`config.mk`:
```
export PLATFORM = sky130hd
export DESIGN_NAME = ahb_lite_manager
export DESIGN_NICKNAME = d
export VERILOG_FILES = /design/src/rtl/ahb_pkg.sv /design/src/rtl/ahb_addr_gen.sv /design/src/rtl/ahb_lite_manager.sv
export SDC_FILE = /design/constraint.sdc
export NUM_CORES = 1
export LEC_CHECK = 0
export CELL_PAD_IN_SITES_DETAIL_PLACEMENT = 0
export CELL_PAD_IN_SITES_GLOBAL_PLACEMENT = 1
export CORE_AREA = 4 4 146 148
export CTS_CLUSTER_SIZE = 28
export DETAILED_ROUTE_END_ITERATION = 8
export DIE_AREA = 0 0 150 152
export PLACE_DENSITY_LB_ADDON = 0.1
export SKIP_LAST_GASP = 1
export SLEW_MARGIN = 10
export SYNTH_ARGS = -nofsm -noshare
export SYNTH_HDL_FRONTEND = slang
export SYNTH_HIERARCHICAL = 1
export SYNTH_SLANG_ARGS = --single-unit
```
`constraint.sdc`:
```
create_clock -name clk -period 3.63 [get_ports clk]
set_clock_uncertainty 0.15 [all_clocks]
set_input_delay 0.363 -clock clk [delete_from_list [all_inputs] [get_ports clk]]
set_output_delay 0.363 -clock clk [all_outputs]
set_load 0.02 [all_outputs]
```
`src/rtl/ahb_pkg.sv`:
```
// Shared AHB-Lite encodings plus the burst-length and wrap helpers used by the manager.
package ahb_pkg;

    typedef enum logic [1:0] {
        HTRANS_IDLE   = 2'd0,
        HTRANS_BUSY   = 2'd1,
        HTRANS_NONSEQ = 2'd2,
        HTRANS_SEQ    = 2'd3
    } htrans_t;

    typedef enum logic [2:0] {
        BURST_SINGLE = 3'd0,
        BURST_INCR   = 3'd1,
        BURST_WRAP4  = 3'd2,
        BURST_INCR4  = 3'd3,
        BURST_WRAP8  = 3'd4,
        BURST_INCR8  = 3'd5,
        BURST_WRAP16 = 3'd6,
        BURST_INCR16 = 3'd7
    } hburst_t;

    typedef enum logic {
        HRESP_OKAY  = 1'b0,
        HRESP_ERROR = 1'b1
    } hresp_t;

    localparam logic [2:0] HSIZE_BYTE  = 3'd0;
    localparam logic [2:0] HSIZE_HALF  = 3'd1;
    localparam logic [2:0] HSIZE_WORD  = 3'd2;
    localparam logic [2:0] HSIZE_DWORD = 3'd3;

    // Undefined-length INCR uses len; a zero length still issues one beat.
    function automatic logic [4:0] burst_beats(hburst_t burst, logic [4:0] len);
        case (burst)
            BURST_SINGLE:             return 5'd1;
            BURST_INCR:               return (len == 5'd0) ? 5'd1 : len;
            BURST_WRAP4, BURST_INCR4: return 5'd4;
            BURST_WRAP8, BURST_INCR8: return 5'd8;
            default:                  return 5'd16;
        endcase
    endfunction

    function automatic logic is_wrap(hburst_t burst);
        return (burst == BURST_WRAP4) || (burst == BURST_WRAP8) || (burst == BURST_WRAP16);
    endfunction

endpackage

```
`src/rtl/ahb_addr_gen.sv`:
```
// Combinational next-beat address: linear increment or wrap inside the burst window,
// plus a flag marking a step across a 1KB boundary.
module ahb_addr_gen
    import ahb_pkg::*;
#(
    parameter int ADDR_WIDTH = 32
) (
    input  logic [ADDR_WIDTH-1:0] addr,
    input  logic [2:0]            size,
    input  logic [2:0]            burst,
    output logic [ADDR_WIDTH-1:0] next_addr,
    output logic                  cross_1kb
);

    logic [ADDR_WIDTH-1:0] step;
    logic [ADDR_WIDTH-1:0] incr_addr;
    logic [ADDR_WIDTH-1:0] wrap_mask;
    logic [4:0]            beats;

    always_comb begin
        step      = ADDR_WIDTH'(1) << size;
        beats     = burst_beats(hburst_t'(burst), 5'd0);
        wrap_mask = (ADDR_WIDTH'(beats) << size) - ADDR_WIDTH'(1);
        incr_addr = addr + step;
        // Wrapping keeps every bit above the window and only cycles the low bits.
        next_addr = is_wrap(hburst_t'(burst)) ? ((addr & ~wrap_mask) | (incr_addr & wrap_mask))
                                              : incr_addr;
        cross_1kb = next_addr[ADDR_WIDTH-1:10] != addr[ADDR_WIDTH-1:10];
    end

endmodule

```
`src/rtl/ahb_lite_manager.sv`:
```
// AHB-Lite manager: one command becomes one burst with address/data phases overlapped.
// Define AHB_MGR_1KB_SPLIT_EN to reissue INCR-type beats that cross a 1KB boundary as NONSEQ.
//
// state   | meaning
// S_IDLE  | bus idle, command port open
// S_ADDR  | address phase on the bus, previous beat may be in data phase
// S_DRAIN | last beat in data phase, bus already IDLE
// S_ERR   | ERROR seen, waiting for its second cycle
module ahb_lite_manager
    import ahb_pkg::*;
#(
    parameter int ADDR_WIDTH = 32,
    parameter int DATA_WIDTH = 32
) (
    input  logic                  clk,
    input  logic                  HRESETn,
    input  logic                  cmd_valid,
    output logic                  cmd_ready,
    input  logic                  cmd_write,
    input  logic [ADDR_WIDTH-1:0] cmd_addr,
    input  logic [2:0]            cmd_burst,
    input  logic [2:0]            cmd_size,
    input  logic [3:0]            cmd_prot,
    input  logic [4:0]            cmd_len,
    input  logic [DATA_WIDTH-1:0] wr_data,
    output logic                  wr_pop,
    output logic [DATA_WIDTH-1:0] rd_data,
    output logic                  rd_valid,
    output logic                  done,
    output logic                  err,
    output logic [1:0]            HTRANS,
    output logic [ADDR_WIDTH-1:0] HADDR,
    output logic                  HWRITE,
    output logic [2:0]            HSIZE,
    output logic [2:0]            HBURST,
    output logic [3:0]            HPROT,
    output logic [DATA_WIDTH-1:0] HWDATA,
    input  logic [DATA_WIDTH-1:0] HRDATA,
    input  logic                  HREADY,
    input  logic                  HRESP
);

    typedef enum logic [1:0] {S_IDLE, S_ADDR, S_DRAIN, S_ERR} state_t;

    localparam logic [2:0] MAX_SIZE = 3'($clog2(DATA_WIDTH / 8));

    state_t                state, n_state;
    logic [4:0]            beats_left, n_beats_left;
    logic                  dp_valid, n_dp_valid;
    logic                  dp_write, n_dp_write;
    logic [1:0]            n_htrans;
    logic [ADDR_WIDTH-1:0] n_haddr;
    logic                  n_hwrite;
    logic [2:0]            n_hsize;
    logic [2:0]            n_hburst;
    logic [3:0]            n_hprot;
    logic [DATA_WIDTH-1:0] n_hwdata;
    logic [DATA_WIDTH-1:0] n_rd_data;
    logic                  n_rd_valid, n_done, n_err;
    logic                  go_idle;
    logic [ADDR_WIDTH-1:0] next_addr;
    logic                  cross_1kb;
    logic [1:0]            seq_type;

    ahb_addr_gen #(.ADDR_WIDTH(ADDR_WIDTH)) u_addr_gen (
        .addr      (HADDR),
        .size      (HSIZE),
        .burst     (HBURST),
        .next_addr (next_addr),
        .cross_1kb (cross_1kb)
    );

`ifdef AHB_MGR_1KB_SPLIT_EN
    assign seq_type = (!is_wrap(hburst_t'(HBURST)) && cross_1kb) ? HTRANS_NONSEQ : HTRANS_SEQ;
`else
    logic unused_cross;
    assign seq_type     = HTRANS_SEQ;
    assign unused_cross = cross_1kb;
`endif

    always_ff @(posedge clk or negedge HRESETn) begin
        if (!HRESETn) begin
            state      <= S_IDLE;
            beats_left <= '0;
            dp_valid   <= 1'b0;
            dp_write   <= 1'b0;
            HTRANS     <= HTRANS_IDLE;
            HADDR      <= '0;
            HWRITE     <= 1'b0;
            HSIZE      <= '0;
            HBURST     <= '0;
            HPROT      <= '0;
            HWDATA     <= '0;
            rd_data    <= '0;
            rd_valid   <= 1'b0;
            done       <= 1'b0;
            err        <= 1'b0;
        end else begin
            state      <= n_state;
            beats_left <= n_beats_left;
            dp_valid   <= n_dp_valid;
            dp_write   <= n_dp_write;
            HTRANS     <= n_htrans;
            HADDR      <= n_haddr;
            HWRITE     <= n_hwrite;
            HSIZE      <= n_hsize;
            HBURST     <= n_hburst;
            HPROT      <= n_hprot;
            HWDATA     <= n_hwdata;
            rd_data    <= n_rd_data;
            rd_valid   <= n_rd_valid;
            done       <= n_done;
            err        <= n_err;
        end
    end

    always_comb begin
        n_state      = state;
        n_beats_left = beats_left;
        n_dp_valid   = dp_valid;
        n_dp_write   = dp_write;
        n_htrans     = HTRANS;
        n_haddr      = HADDR;
        n_hwrite     = HWRITE;
        n_hsize      = HSIZE;
        n_hburst     = HBURST;
        n_hprot      = HPROT;
        n_hwdata     = HWDATA;
        n_rd_data    = rd_data;
        n_rd_valid   = 1'b0;
        n_done       = 1'b0;
        n_err        = 1'b0;
        cmd_ready    = 1'b0;
        wr_pop       = 1'b0;
        go_idle      = 1'b0;

        if (dp_valid && HREADY && !HRESP && !dp_write) begin
            n_rd_data  = HRDATA;
            n_rd_valid = 1'b1;
        end
        if (dp_valid && HREADY) begin
            n_dp_valid = 1'b0;
        end

        unique case (state)
            S_IDLE: begin
                cmd_ready = 1'b1;
                if (cmd_valid) begin
                    n_htrans     = HTRANS_NONSEQ;
                    n_haddr      = cmd_addr;
                    n_hwrite     = cmd_write;
                    n_hsize      = (cmd_size > MAX_SIZE) ? MAX_SIZE : cmd_size;
                    n_hburst     = cmd_burst;
                    n_hprot      = cmd_prot;
                    n_beats_left = burst_beats(hburst_t'(cmd_burst), cmd_len);
                    n_state      = S_ADDR;
                end
            end
            S_ADDR: begin
                if (dp_valid && HRESP) begin
                    // ERROR on the previous beat cancels the address phase now on the bus.
                    go_idle    = 1'b1;
                    n_dp_valid = 1'b0;
                    if (HREADY) begin
                        n_done  = 1'b1;
                        n_err   = 1'b1;
                        n_state = S_IDLE;
                    end else begin
                        n_state = S_ERR;
                    end
                end else if (HREADY) begin
                    wr_pop     = HWRITE;
                    n_dp_valid = 1'b1;
                    n_dp_write = HWRITE;
                    if (HWRITE) begin
                        n_hwdata = wr_data;
                    end
                    if (beats_left > 5'd1) begin
                        n_htrans     = seq_type;
                        n_haddr      = next_addr;
                        n_beats_left = beats_left - 5'd1;
                    end else begin
                        go_idle = 1'b1;
                        n_state = S_DRAIN;
                    end
                end
            end
            S_DRAIN: begin
                if (HRESP) begin
                    n_dp_valid = 1'b0;
                    if (HREADY) begin
                        n_done  = 1'b1;
                        n_err   = 1'b1;
                        n_state = S_IDLE;
                    end else begin
                        n_state = S_ERR;
                    end
                end else if (HREADY) begin
                    n_done  = 1'b1;
                    n_state = S_IDLE;
                end
            end
            S_ERR: begin
                if (HREADY) begin
                    n_done  = 1'b1;
                    n_err   = 1'b1;
                    n_state = S_IDLE;
                end
            end
            default: n_state = S_IDLE;
        endcase

        if (go_idle) begin
            n_htrans = HTRANS_IDLE;
            n_hwrite = 1'b0;
            n_hsize  = '0;
            n_hburst = '0;
            n_hprot  = '0;
        end
    end

endmodule

```
==> qor.log <==
INFO  outcome        outcome=completed
INFO  grt            grt_pass1_wl=34.9mm
INFO  setup_path     timing.critical_path.to_type=register
INFO  timing         setup-tns-final=0ns
INFO  finish         nNetsFinal=1028
INFO  die            chipHeight=152um
INFO  finish         layout.cells.most_common_list=229 x clkdlybuf4s50_1, 121 x dfrtp_1, 70 x a21oi_1
INFO  timing         final.min_clock_period=3.19ns
INFO  power          static-leakage-power=4.13nW
INFO  placement      gpl.final_weighted_congestion=0.818
INFO  finish         post-route-util=50.2%
INFO  clock_network  post_cts.resized_instances=0
INFO  die            floorplan.initialDensity=34.2%
INFO  setup_path     crit_path_max_fo=11
INFO  clock_network  cts-root-buf=clkbuf_16
INFO  hold_path      min_delay_path_depth=1
INFO  clock_network  htreeDepth=4
INFO  finish         n_antenna_cell=0
INFO  grt            grt_start_max_net_pins=60
INFO  setup_path     worstPathArrival=3.37ns
INFO  finish         filler_cell_count=1833
INFO  finish         syn_to_final_growth=46.8%
INFO  setup_path     critical-path-slowest-cell=dfrtp_1
INFO  timing         final.period_utilization=87.8%
INFO  clock_network  cts.sink_count=121
INFO  clock_network  worst_setup_hold_path_clk_slew=0.06ns
INFO  detailed_routing drt_drc_violations_left=0
INFO  clock_network  tritoncts_clock_tree=done
INFO  detailed_routing detail_route.iter0.violations=213
INFO  placement      io_buffers=230
INFO  clock_network  cts_max_path_buffers=2
INFO  finish         post_layout_instance_count_excluding_filler_cells=1177
INFO  die            std_cell_rows=52
INFO  setup_path     crit_path_cell_trace=nor3_1 -> ha_1 -> inv_1 -> fa_1 -> nand2b_1 -> a21oi_1 -> o31a_1 -> buf_4 -> nand4_1 -> xnor2_1 -> mux2i_1 -> a21oi_1
INFO  detailed_routing routed_wirelength=21.7mm
INFO  setup_path     worst_r2r_endpoint=HADDR[24]
INFO  finish         layout.cells.most_common=clkdlybuf4s50_1
INFO  detailed_routing dr_vias=5990
INFO  placement      numPlacedInstances=1144
INFO  setup_path     worst_path_dominant_cell_family=simple AND/OR/NAND/NOR gates
INFO  logic_synthesis syn_nets=804
INFO  grt            vias_in_the_first_global_route=6263
INFO  grt            grt_util_all_layers=19.1%
INFO  hold_path      hp-start=rd_data[4]
INFO  timing         timing.hold.ws=0.332ns
INFO  timing         timing_hold_violations_final=0
INFO  job            drv.max_cap_violation_count=0
INFO  setup_path     path_common_cell=a21oi_1
INFO  placement      place.detailed.hpwl=15.6mm
INFO  timing         rsz0062_at_grt=no
INFO  grt            grt_antenna_before_repair=0
INFO  timing         max_clock_freq=0.314GHz
INFO  detailed_routing ant_nets=0
INFO  setup_path     cp-start-kind=register
INFO  setup_path     worst-setup-path-type=reg2reg
INFO  timing         final-max-slew-violation-count=0
INFO  die            design.core.area=20000um^2
INFO  clock_network  clock_latency=0.42ns
INFO  detailed_routing detail_route.first_pass.iterations=5
INFO  clock_network  cts_inserted_buffers=17
INFO  setup_path     cp.buffers_inverters=2
INFO  logic_synthesis syn_area=6850um^2
INFO  power          power_density=964nW/um^2
INFO  setup_path     timing.reg2reg.setup_slack=0.44ns
INFO  logic_synthesis synthCells=670
INFO  timing         post-route-worst-setup-slack=0.444ns
INFO  die            fp.dieArea=22800um^2
INFO  logic_synthesis yosys_warnings=6
INFO  setup_path     r2r_start=HSIZE[0]
INFO  setup_path     ff2ff_path_depth=12
INFO  setup_path     max_stage_delay=0.45ns
INFO  timing         timing_worst_slew_pin_value=0.837ns
INFO  die            io_pins=231
INFO  detailed_routing routed_via_density=5.09
INFO  power          ir_worst_vdd=0.499mV
INFO  hold_path      hold_end=rd_data[4]
INFO  setup_path     worst-endpoint-required=3.81ns
INFO  hold_path      hp-class=reg2reg
INFO  die            die_width=150um
INFO  grt            gr-total-overflow=0
INFO  placement      detailedPlace.worstSlack=0.513ns
INFO  logic_synthesis postSynthAreaPerCell=10.2um^2
INFO  timing         max-slew-margin-rel=44.2%
INFO  timing         timing.final.setup_violations=0
INFO  detailed_routing wire_length_per_cell=18.5um
INFO  finish         post_route_cells_drive_above_1_share=13.8%
-- where the power goes --
part           internal [W]  switching [W]  total (W)
logic               0.00250        0.00283    0.00533
registers           0.00200       0.000581    0.00258
clock network       0.00110       0.000694    0.00179
-- sequential cells by signal, summed over array words and instances, names as in the netlist, 2 cells and up --
name	flops
HADDR	32
HWDATA	32
rd_data	32
beats_left	5
HPROT	4
HBURST	3
HSIZE	3
HTRANS	2
state	2
-- stage by stage --
step | total power (W) | instance area, um^2
after floorplan | 0.00579 | 6850
after global placement | 0.00787 | 9430
after detailed placement | 0.00794 | 9430
after CTS | 0.00981 | 10100
after global routing | 0.0104 | 10100
final | 0.00970 | 10100
-- final cells by class --
type                            instances  area [um^2]  area share [%]
Clock buffer                           17          425            4.23
Clock inverter                         15          188            1.87
Inverter                               21         78.8           0.784
Multi-Input combinational cell        483         3550            35.3
Sequential cell                       121         3030            30.1
Tap cell                              270          338            3.36
Timing Repair Buffer                  250         2450            24.4
-- metal layers --
layer  share of wire (%)  wire [um]  up-vias  global-route usage [%]
met5                   0          0        -                       0
met2                  49      10600      187                    31.2
met3                 7.6       1660       24                    6.70
met1                  42       9210     2891                    24.1
met4                 1.4        307        0                    5.10
li1                    -          -     2888                       -
-- timing repair --
item                                   in CTS  in global routing
setup buffers                               0                  0
endpoints found under the hold margin      56                  0
hold buffers                                1                  0
-- worst max-delay path by stage --
| stage | slack (ns) | to | start | depth (start not counted) |
|---|---|---|---|---|
| finish | 0.44 | HADDR[24] | HSIZE[0] | 12 |
| global route | 0.18 | HADDR[18] | HSIZE[0] | 12 |
| global placement | 0.59 | HADDR[16] | HSIZE[0] | 12 |
| detailed placement | 0.51 | HADDR[24] | HSIZE[0] | 12 |
| CTS | 0.49 | HADDR[22] | HSIZE[0] | 12 |
| floorplan | 0.50 | HADDR[16] | HSIZE[0] | 13 |
-- worst register-to-register path: stages, from the launching register on --
cell      delay (ns)
dfrtp_1         0.45
nor3_1          0.44
ha_1            0.27
inv_1           0.06
fa_1            0.39
nand2b_1        0.18
a21oi_1         0.23
o31a_1          0.17
buf_4           0.19
nand4_1         0.13
xnor2_1         0.17
mux2i_1         0.09
a21oi_1         0.19
Power figures use the tool's default switching activity.
